$ cat src/rtl/mem_port_arbiter_pkg.sv
// Shared definitions for the memory port arbiter: FSM states, owner codes and
// the default memory read latency.
package common_def;

    typedef enum logic [1:0] {
        IDLE,
        ISSUE,
        RWAIT,
        RESP
    } arb_state_t;

    localparam logic [1:0] OWN_NONE = 2'b00;
    localparam logic [1:0] OWN_CPU  = 2'b01;
    localparam logic [1:0] OWN_DBG  = 2'b10;

    localparam int MEM_RD_LAT = 1;

endpackage

$ cat src/rtl/mem_port_arbiter_rr_pick.sv
// Two-way round-robin pick. Bit 0 is the CPU and bit 1 the debug port, so the
// one-hot grant doubles as the owner code.
module arb_rr_pick
    import common_def::*;
(
    input  logic [1:0] eligible,
    input  logic [1:0] last_grant,
    output logic [1:0] grant
);

    always_comb begin
        // NOTE: assign a default before any branch so no path leaves grant unassigned (no latch).
        grant = OWN_NONE;
        if (eligible == 2'b11) begin
            grant = (last_grant == OWN_CPU) ? OWN_DBG : OWN_CPU;
        end else begin
            grant = eligible;
        end
    end

endmodule

$ cat src/rtl/mem_port_arbiter.sv
// Shares one single-ported memory between the CPU port and the debug port,
// one transaction at a time, sequenced IDLE -> ISSUE -> (RWAIT) -> RESP.
module mem_port_arbiter
    import common_def::*;
#(
    parameter int ADDR_W = 10,
    parameter int DATA_W = 12,
    parameter int RD_LAT = MEM_RD_LAT
) (
    input  logic              clk,
    input  logic              rst,
    input  logic              cpu_req,
    input  logic              cpu_we,
    input  logic [ADDR_W-1:0] cpu_addr,
    input  logic [DATA_W-1:0] cpu_wdata,
    output logic              cpu_ack,
    output logic [DATA_W-1:0] cpu_rdata,
    input  logic              dbg_req,
    input  logic              dbg_we,
    input  logic [ADDR_W-1:0] dbg_addr,
    input  logic [DATA_W-1:0] dbg_wdata,
    output logic              dbg_ack,
    output logic [DATA_W-1:0] dbg_rdata,
    input  logic              halt,
    output logic              mem_en,
    output logic              mem_we,
    output logic [ADDR_W-1:0] mem_addr,
    output logic [DATA_W-1:0] mem_wdata,
    input  logic [DATA_W-1:0] mem_rdata,
    output logic [1:0]        owner,
    output logic              busy
);

    arb_state_t  state;
    logic [1:0]  last_grant;
    logic [1:0]  eligible;
    logic [1:0]  grant;
    logic [2:0]  cnt;

    // A halted CPU is simply invisible to the picker.
    assign eligible = {dbg_req, cpu_req & ~halt};

    arb_rr_pick u_pick (
        .eligible   (eligible),
        .last_grant (last_grant),
        .grant      (grant)
    );

    // mem_we/mem_addr/mem_wdata double as the fields latched at grant.
    // NOTE: all state here uses non-blocking assignments so every register samples pre-edge values.
    always_ff @(posedge clk) begin
        if (rst) begin
            state      <= IDLE;
            last_grant <= OWN_DBG;
            owner      <= OWN_NONE;
            busy       <= 1'b0;
            mem_en     <= 1'b0;
            mem_we     <= 1'b0;
            mem_addr   <= '0;
            mem_wdata  <= '0;
            cnt        <= '0;
            cpu_ack    <= 1'b0;
            dbg_ack    <= 1'b0;
            cpu_rdata  <= '0;
            dbg_rdata  <= '0;
        end else begin
            mem_en    <= 1'b0;
            cpu_ack   <= 1'b0;
            dbg_ack   <= 1'b0;
            cpu_rdata <= '0;
            dbg_rdata <= '0;
            case (state)
                IDLE: begin
                    if (grant != OWN_NONE) begin
                        owner      <= grant;
                        last_grant <= grant;
                        busy       <= 1'b1;
                        mem_en     <= 1'b1;
                        state      <= ISSUE;
                        if (grant == OWN_CPU) begin
                            mem_we    <= cpu_we;
                            mem_addr  <= cpu_addr;
                            mem_wdata <= cpu_wdata;
                        end else begin
                            mem_we    <= dbg_we;
                            mem_addr  <= dbg_addr;
                            mem_wdata <= dbg_wdata;
                        end
                    end
                end
                ISSUE: begin
                    if (mem_we) begin
                        state   <= RESP;
                        cpu_ack <= (owner == OWN_CPU);
                        dbg_ack <= (owner == OWN_DBG);
                    end else begin
                        state <= RWAIT;
                        cnt   <= 3'(RD_LAT - 1);
                    end
                end
                RWAIT: begin
                    if (cnt == 3'd0) begin
                        state   <= RESP;
                        cpu_ack <= (owner == OWN_CPU);
                        dbg_ack <= (owner == OWN_DBG);
                        if (owner == OWN_CPU) begin
                            cpu_rdata <= mem_rdata;
                        end else begin
                            dbg_rdata <= mem_rdata;
                        end
                    end else begin
                        cnt <= cnt - 3'd1;
                    end
                end
                RESP: begin
                    state <= IDLE;
                    owner <= OWN_NONE;
                    busy  <= 1'b0;
                end
                default: state <= IDLE;
            endcase
        end
    end

endmodule

$ cat config.mk
export PLATFORM = sky130hd
export DESIGN_NAME = mem_port_arbiter
export DESIGN_NICKNAME = d
export VERILOG_FILES = /design/src/rtl/mem_port_arbiter_pkg.sv /design/src/rtl/mem_port_arbiter_rr_pick.sv /design/src/rtl/mem_port_arbiter.sv
export SDC_FILE = /design/constraint.sdc
export NUM_CORES = 1
export LEC_CHECK = 0
export CAP_MARGIN = 20
export CORE_UTILIZATION = 35
export DETAILED_ROUTE_END_ITERATION = 10
export PLACE_DENSITY = 0.83
export SETUP_SLACK_MARGIN = 0.5
export SLEW_MARGIN = 10
export SYNTH_ARGS = -nofsm -noshare
export SYNTH_HDL_FRONTEND = slang
export SYNTH_SLANG_ARGS = --single-unit
$ cat constraint.sdc
create_clock -name clk -period 2.4 [get_ports clk]
set_clock_uncertainty 0.2 [all_clocks]
set_input_delay 0.24 -clock clk [delete_from_list [all_inputs] [get_ports clk]]
set_output_delay 0.24 -clock clk [all_outputs]
set_load 0.02 [all_outputs]
* Word-level counts from Yosys, hierarchy flattened *
Index checks and enable logic that the tools add are counted.

storage, ports and cells
  input bits = 63
  flip-flop bits (word level) = 60
  output and inout bits = 53
  word-level logic and storage cells = 67

cells by class
  reductions and logical operators = 12
  eq/ne operators = 12
  add/subtract/negate cells = 1
  mux-type cells = 23
  bitwise operators = 6

operator list
  cell                 count
  $mux 12              1
  $mux 10              1
  $mux 2               5
  $eq 2x1->1 const B   4
  $eq 2x2->1 const B   4
  $mux 1               8
  $ne 2x2->1 const B   4
  $pmux 2 s4           1
  $reduce_or 4->1      2
  $mux 3               2
  $pmux 1 s2           3
  $pmux 3 s2           1
  $reduce_and 2->1     3
  $reduce_bool 2->1    3
  $not 1->1            5
  $pmux 2 s2           1
  $logic_not 3->1      1
  $reduce_and 3->1     1
  $sub 3x1->3 const B  1
  $logic_not 2->1      1
  $reduce_or 2->1      1
  $and 1x1->1          1

* Longest topological paths before layout *
Gate-level depths: netlist of run 1.

  depth in word-level cells = 7
  gate-level depth with buffers = 7
  gate-level depth less buffers = 6

* Cells and area by module *
From an unflattened synthesis of run 1, not the netlist that was laid out.

second synthesis, totals
  cells, all modules = 245
  area, all modules = 2,449.8 µm²

by module, submodules not included
  module            instances  seq. area each (µm²)  cells each  area an instance (µm²)
  mem_port_arbiter  1          1,201.2               241         2,419.8
  arb_rr_pick       1          0.0                   4           30.0

* Least setup slack after synthesis of run 1 *
Ideal clock, no wire load.

  path kind = reg2reg
  start point = register state[0]
  end point = register dbg_rdata[0]
  buffers on the path = 2
  required time = 2.141 ns
  library setup time = 0.059 ns
  path slack = 0.639 ns
  stages on the path, launching flop included = 8
  arrival = 1.502 ns
  period minus slack after synthesis = 1.761 ns
  path through = dfxtp_1 -> inv_1 -> ha_1 -> buf_2 -> or3b_4 -> a21oi_2 -> buf_4 -> and2_1

on the way
  longest elaborated chain between the ends = 3

RTL lines
  what                              RTL line                 source
  from (decl)                       mem_port_arbiter.sv:34   arb_state_t state;
  from (signal assigned)            mem_port_arbiter.sv:53   state <= IDLE;
  from (signal assigned)            mem_port_arbiter.sv:79   state <= ISSUE;
  from (signal assigned)            mem_port_arbiter.sv:93   state <= RESP;
  $eq 2x2->1                        mem_port_arbiter.sv:72   case (state)
  $not 1->1 (no source line)        -
  $reduce_or 4->1 (no source line)  -
  to (signal assigned)              mem_port_arbiter.sv:109  dbg_rdata <= mem_rdata;
  to (decl)                         mem_port_arbiter.sv:23   output logic [DATA_W-1:0] dbg_rdata,

No other way between the ends.
A chain may end at the register's enable or synchronous reset.

* Final worst setup path of run 1 *
  start point = register mem_we
  end point = output port mem_we

RTL lines
  what                    RTL line                source
  from (decl)             mem_port_arbiter.sv:26  output logic mem_we,
  from (signal assigned)  mem_port_arbiter.sv:81  mem_we <= cpu_we;
  from (signal assigned)  mem_port_arbiter.sv:85  mem_we <= dbg_we;

No word-level cell between the ends.

==> flow_summary.ini, run 1 <==
[route]
drtPass1Iterations = 9
antenna_left = 0
routed_via_density = 4.945
dr.first_iter.drc_count = 128
vias = 2250
routed_wirelength_um = 6471
drc = 12
drt-wirelength-per-cell_um = 14.22

[timing]
tightest_slew_ps = 376.8
fmax_mhz = 551.9
finalSetupTns_ps = 0
hold_violations = 0
fin_crit_ps = 1812
slew_headroom_pct = 74.88
setup_viol = 0
rsz0062_at_grt = no
period_share_pct = 75.49
slew_viol_final = 0

[job]
max_cap_viol_count = 0

[clocking]
htree_levels = 3
cts-buffers-inserted = 9
clock_sinks = 60
root_buffer = clkbuf_8
path_clk_slew_ps = 60
clock_latency_ps = 330
cts_hold_buf = 0
cts_setup_buffers = 0
clock_path_buffers = 2
cts_tree = yes

[setup_path]
cp-start-kind = register
path_cells = clkdlybuf4s50_1
cpLargestDelayFamily = buffers and inverters
max_stage_delay_ps = 640
slowest_stage = clkdlybuf4s50_1
cp_max_fo = 4
critPathArrivalTime_ps = 1370
path_class = register to output pin
cp-end-kind = output pin
crit_buf_inv = 1
worst_ep_required_time_ps = 1960

[cells_and_area]
layout_commonest_cell = clkdlybuf4s50_1
antennaDiodeCount = 0
drive_gt1_share_pct = 8.730
layout.nets = 443
area_growth_pct = 62.72
instances_no_fill = 455
layout_common_cells = 114 x clkdlybuf4s50_1, 59 x dfxtp_1, 34 x nor2_1, 28 x nand2_1, 25 x a21oi_1

[power]
p_total_mw = 3.987
p_leak_nw = 1.522
ir_drop_mv = 0.4633
power_density_nw_per_um2 = 1030

[global_route]
grt_pass1_vias = 2165
grt_max_degree = 36
grt_overflow_total = 0
grt_antenna_before_repair = 0
grt_pass1_wl_um = 9894
grt_usage_pct = 17.70

[hold_path]
hold_class = register to register

[placement]
numPortBuffers = 115
gp_congestion = 0.7459
dp.cells = 437
place_hpwl_um = 4525

[yosys]
synth_nets = 328
netlist-cell-type-count = 37
ys_ff_latch = 60
syn_avg_cell_area_um2 = 9.224
synth-seq-area-share_pct = 50.47
ys_warn_count = 0
syn-cell-area_um2 = 2380
synth_cells = 258

[floorplan]
initial_core_util_pct = 36.85
row_count = 29
die-area_um2 = 7133
core-area_um2 = 6459
die_w_um = 84.46
die_h_um = 84.46
io_pins = 116

[outcome]
status = finished, violations left
violations = design-rule violations
## layer usage
| metal | track usage, % | part of all wire (%) | vias up |
|---|---|---|---|
| met3 | 5.801 | 8.0 | 9 |
| met5 | 0 | 0 | - |
| met2 | 31.82 | 49 | 100 |
| li1 | - | - | 1103 |
| met1 | 20.05 | 41 | 1038 |
| met4 | 5.085 | 1.3 | 0 |
## flip-flops by register name (all words and copies together) (netlist names)
register    flops
owner           2
mem_en          1
mem_wdata      12
mem_we          1
dbg_ack         1
state           2
cnt             3
mem_addr       10
cpu_rdata      12
dbg_rdata      12
busy            1
last_grant      2
cpu_ack         1
## power by group
part	internal [mW]	switching [mW]	total, mW
Sequential	1.20	0.132	1.33
Combinational	0.723	0.805	1.53
Clock	0.746	0.384	1.13
Total	2.67	1.32	3.99
## synth_stat cells, drive strengths merged
library cell	number	area [µm²]
a211o	1	8.760
o21ai	2	21.27
o22ai	1	6.260
nand3b	3	22.52
o21a	1	7.510
a221oi	1	8.760
o211ai	1	7.510
nor3	3	15.01
nor2b	1	13.76
nand3	1	5.000
o2111ai	1	8.760
and2	25	158.9
ha	7	87.58
a22oi	2	15.01
buf	14	105.1
a32oi	1	8.760
mux2i	1	10.01
a21oi	26	133.9
nand2b	3	26.27
or3b	1	11.26
clkbuf	3	11.26
a2bb2oi	2	17.52
a211oi	24	180.2
inv	7	26.28
nor3b	1	7.510
dfxtp	60	1201
nand4	1	6.260
xor2	1	8.760
nor2	35	133.9
nand2	28	105.1
## path summary, 6_finish.rpt
path / startpoint / end / slack (ps) / cells after the start
worst max-delay path: mem_we / mem_we / 590 / 1
worst min-delay path: cnt[0] / cnt[0] / 260 / 2
worst max register to register: cnt[0] / dbg_rdata[5] / 600 / 6
worst min register to register: cnt[0] / cnt[0] / 260 / 2
## per-stage QoR
stage	utilization (%)	cell area (µm²)	hold slack (ps)	setup WS [ps]
2_1_floorplan	-	2380	161.7	639.1
3_5_place_dp	54.82	3541	250.4	368.2
5_1_grt	59.96	3872	265.0	525.5
3_3_place_gp	54.82	3541	239.4	430.5
4_1_cts	59.09	3816	253.8	497.8
6_report	59.96	3872	257.2	588.2
## cells by family after synthesis
family / count (synthesis) / synth area share (%)
XOR/XNOR: 1 / 0.3681
buffers and inverters: 24 / 5.994
flip-flops: 60 / 50.47
multiplexers: 1 / 0.4206
AND/OR/NAND/NOR: 102 / 21.24
AO/OA/AOI/OAI: 63 / 17.82
adder cells (fa/ha/maj): 7 / 3.680
## area by class of cell
cell class	count	area (µm²)
Fill cell	552	2586
Sequential cell	60	1202
Timing Repair Buffer	119	1200
Multi-Input combinational cell	176	1097
Clock buffer	12	155.1
Tap cell	77	96.34
Clock inverter	4	95.09
Inverter	7	26.28
## timing repair
action / 4_1_cts / 5_1_grt
gates resized for setup: 5 / 10
endpoints found under the setup margin: 27 / 50
pin swaps: 0 / 1
gates cloned: 0 / 2
(Power assumes the default switching activity.)
==> run 2, diff against run 1 <==
- PLACE_DENSITY: 0.83 -> 0.86
- clock period: 2.4 -> 1.5 ns (I/O delays scaled with it)
==> run 2 against run 1 <==
  * The flow finishes with violations (design-rule violations, negative setup slack)
  * Count of clock-buffer cells in the layout down 3
  * Cell count is 10% higher
  * Non-clock buffer count increased by 45
  * Total power up 94%
  * Critical endpoint is now dbg_rdata[4]
  * Largest cell class is now buffers
  * Largest power group unchanged
  * Highest routed layer unchanged
==> flow_summary.ini, run 2 (synthesis results as in run 1) <==
[outcome]
status = finished, violations left
violations = design-rule violations, negative setup slack

[timing]
fin_crit_ps = 1679
rsz0062_at_grt = yes
finalSetupTns_ps = -5473
tightest_slew_ps = 540.6
setup_viol = 57
period_share_pct = 111.9
fmax_mhz = 595.5
hold_violations = 0
slew_viol_final = 0
slew_headroom_pct = 63.96
setup_ws_ps = -179.2

[cells_and_area]
layout_commonest_cell = buf_6
reg.largest.list = cpu_rdata x12, dbg_rdata x12, mem_wdata x12
layout.nets = 489
drive_gt1_share_pct = 62.50
fin_util_pct = 75.88
antennaDiodeCount = 0
area_growth_pct = 105.9
layout_common_cells = 69 x buf_6, 60 x clkdlybuf4s50_1, 56 x dfxtp_2, 31 x nor2_1, 25 x buf_4
finalInstanceArea_um2 = 4901

[hold_path]
holdPathEnd = mem_wdata[2]
holdPathStages = 3
hold_class = input port to register
hold_start = dbg_wdata[2]

[route]
routed_wirelength_um = 8755
vias = 2574
wl_met3_um = 486
met2WireLength_um = 4616
routed_via_density = 5.138
drtPass1Iterations = 7
highest_layer = met4
antenna_left = 0
drt-wirelength-per-cell_um = 17.48
drc = 9
dr.first_iter.drc_count = 68
wl_met1_um = 3443

[clocking]
cts_hold_buf = 0
clock_sinks = 60
clock_latency_ps = 340
cts-buffers-inserted = 9
htree_levels = 3
cts_tree = yes
path_clk_slew_ps = 70
root_buffer = clkbuf_8
clock_path_buffers = 2

[placement]
gp_congestion = 0.7854
place_area_um2 = 3767
place_hpwl_um = 4722
numPortBuffers = 115

[power]
power_density_nw_per_um2 = 1577
p_total_mw = 7.726
ir_drop_mv = 0.9938
p_leak_nw = 2.030

[floorplan]
die-area_um2 = 7133
io_pins = 116
initial_core_util_pct = 36.85
row_count = 29
die_w_um = 84.46
core-area_um2 = 6459
die_h_um = 84.46

[global_route]
grt_pass1_wl_um = 12110
grt_antenna_before_repair = 0
grt_pass1_vias = 2525
grt_max_degree = 36
grt_usage_pct = 22.19
grt_overflow_total = 0

[setup_path]
cp_max_fo = 6
crit_path_start = cnt[1]
r2r_end = dbg_rdata[4]
critPathArrivalTime_ps = 1760
r2r_slack_ps = -180
cp-end-kind = register
r2r_cells = 7
r2r_start = cnt[1]
path_class = register to register
worst_ep_required_time_ps = 1580
cp-start-kind = register

[job]
max_cap_viol_count = 0
[run 2: changes by cell type in the layout (fill, tap and decap cells not counted), sizes merged, moves of 2 or more]
cell	previous run	this run
clkbuf	12	10
clkinv	1	3
clkdlybuf4s50	114	60
clkinvlp	0	2
and2	25	28
bufinv	3	1
buf	4	101
[run 2: per-stage QoR]
| stage | std cells | hold slack, ps | worst slack [ps] |
|---|---|---|---|
| detailed placement | 457 | 258.4 | -347.9 |
| floorplan | 258 | 71.71 | -130.7 |
| finish | 501 | 158.4 | -179.2 |
| global route | 501 | 159.1 | -233.4 |
| CTS | 493 | 152.6 | -172.0 |
| global placement | 457 | 251.9 | -273.5 |
[run 2: worst max-delay path, stage by stage (launching register included)]
cell and delay, ps:
dfxtp_2 330, inv_2 70, ha_4 150, nand2b_4 60, or3b_4 400, a21oi_4 170, buf_6 140, and2_4 120
[run 2: how the worst max path moves through the flow]
stage,to,cells after the start
5_1_grt,dbg_rdata[6],7
2_1_floorplan,dbg_rdata[0],7
6_report,dbg_rdata[4],7
4_1_cts,dbg_rdata[0],7
3_3_place_gp,mem_we,5
3_5_place_dp,mem_addr[0],7
[run 2: metal layers]
metal	global-route usage (%)	up-vias
met2	39.94	108
met1	24.51	1241
met4	10.02	0
met3	5.900	18
met5	0	-
li1	-	1207
[run 2: report_power, final]
| part | total (mW) | switching, mW | internal (mW) |
|---|---|---|---|
| Combinational | 4.02 | 1.92 | 2.10 |
| Sequential | 2.23 | 0.250 | 1.98 |
| Clock | 1.47 | 0.699 | 0.774 |
| Total | 7.73 | 2.87 | 4.86 |
[run 2: area by class of cell]
type | instances | area [µm²]
timing repair buffer | 164 | 1782
fill | 401 | 1558
inverter | 7 | 28.78
tap | 77 | 96.34
sequential | 60 | 1279
clock buffer | 9 | 123.9
multi-input combinational | 177 | 1515
clock inverter | 7 | 76.32
[run 2: what timing repair did]
item                                    4_1_cts  5_1_grt
endpoints found under the setup margin      113      113
pin swaps                                    34       28
gates cloned                                  8        1
resized for setup                           450       48
setup buffers                                12        7
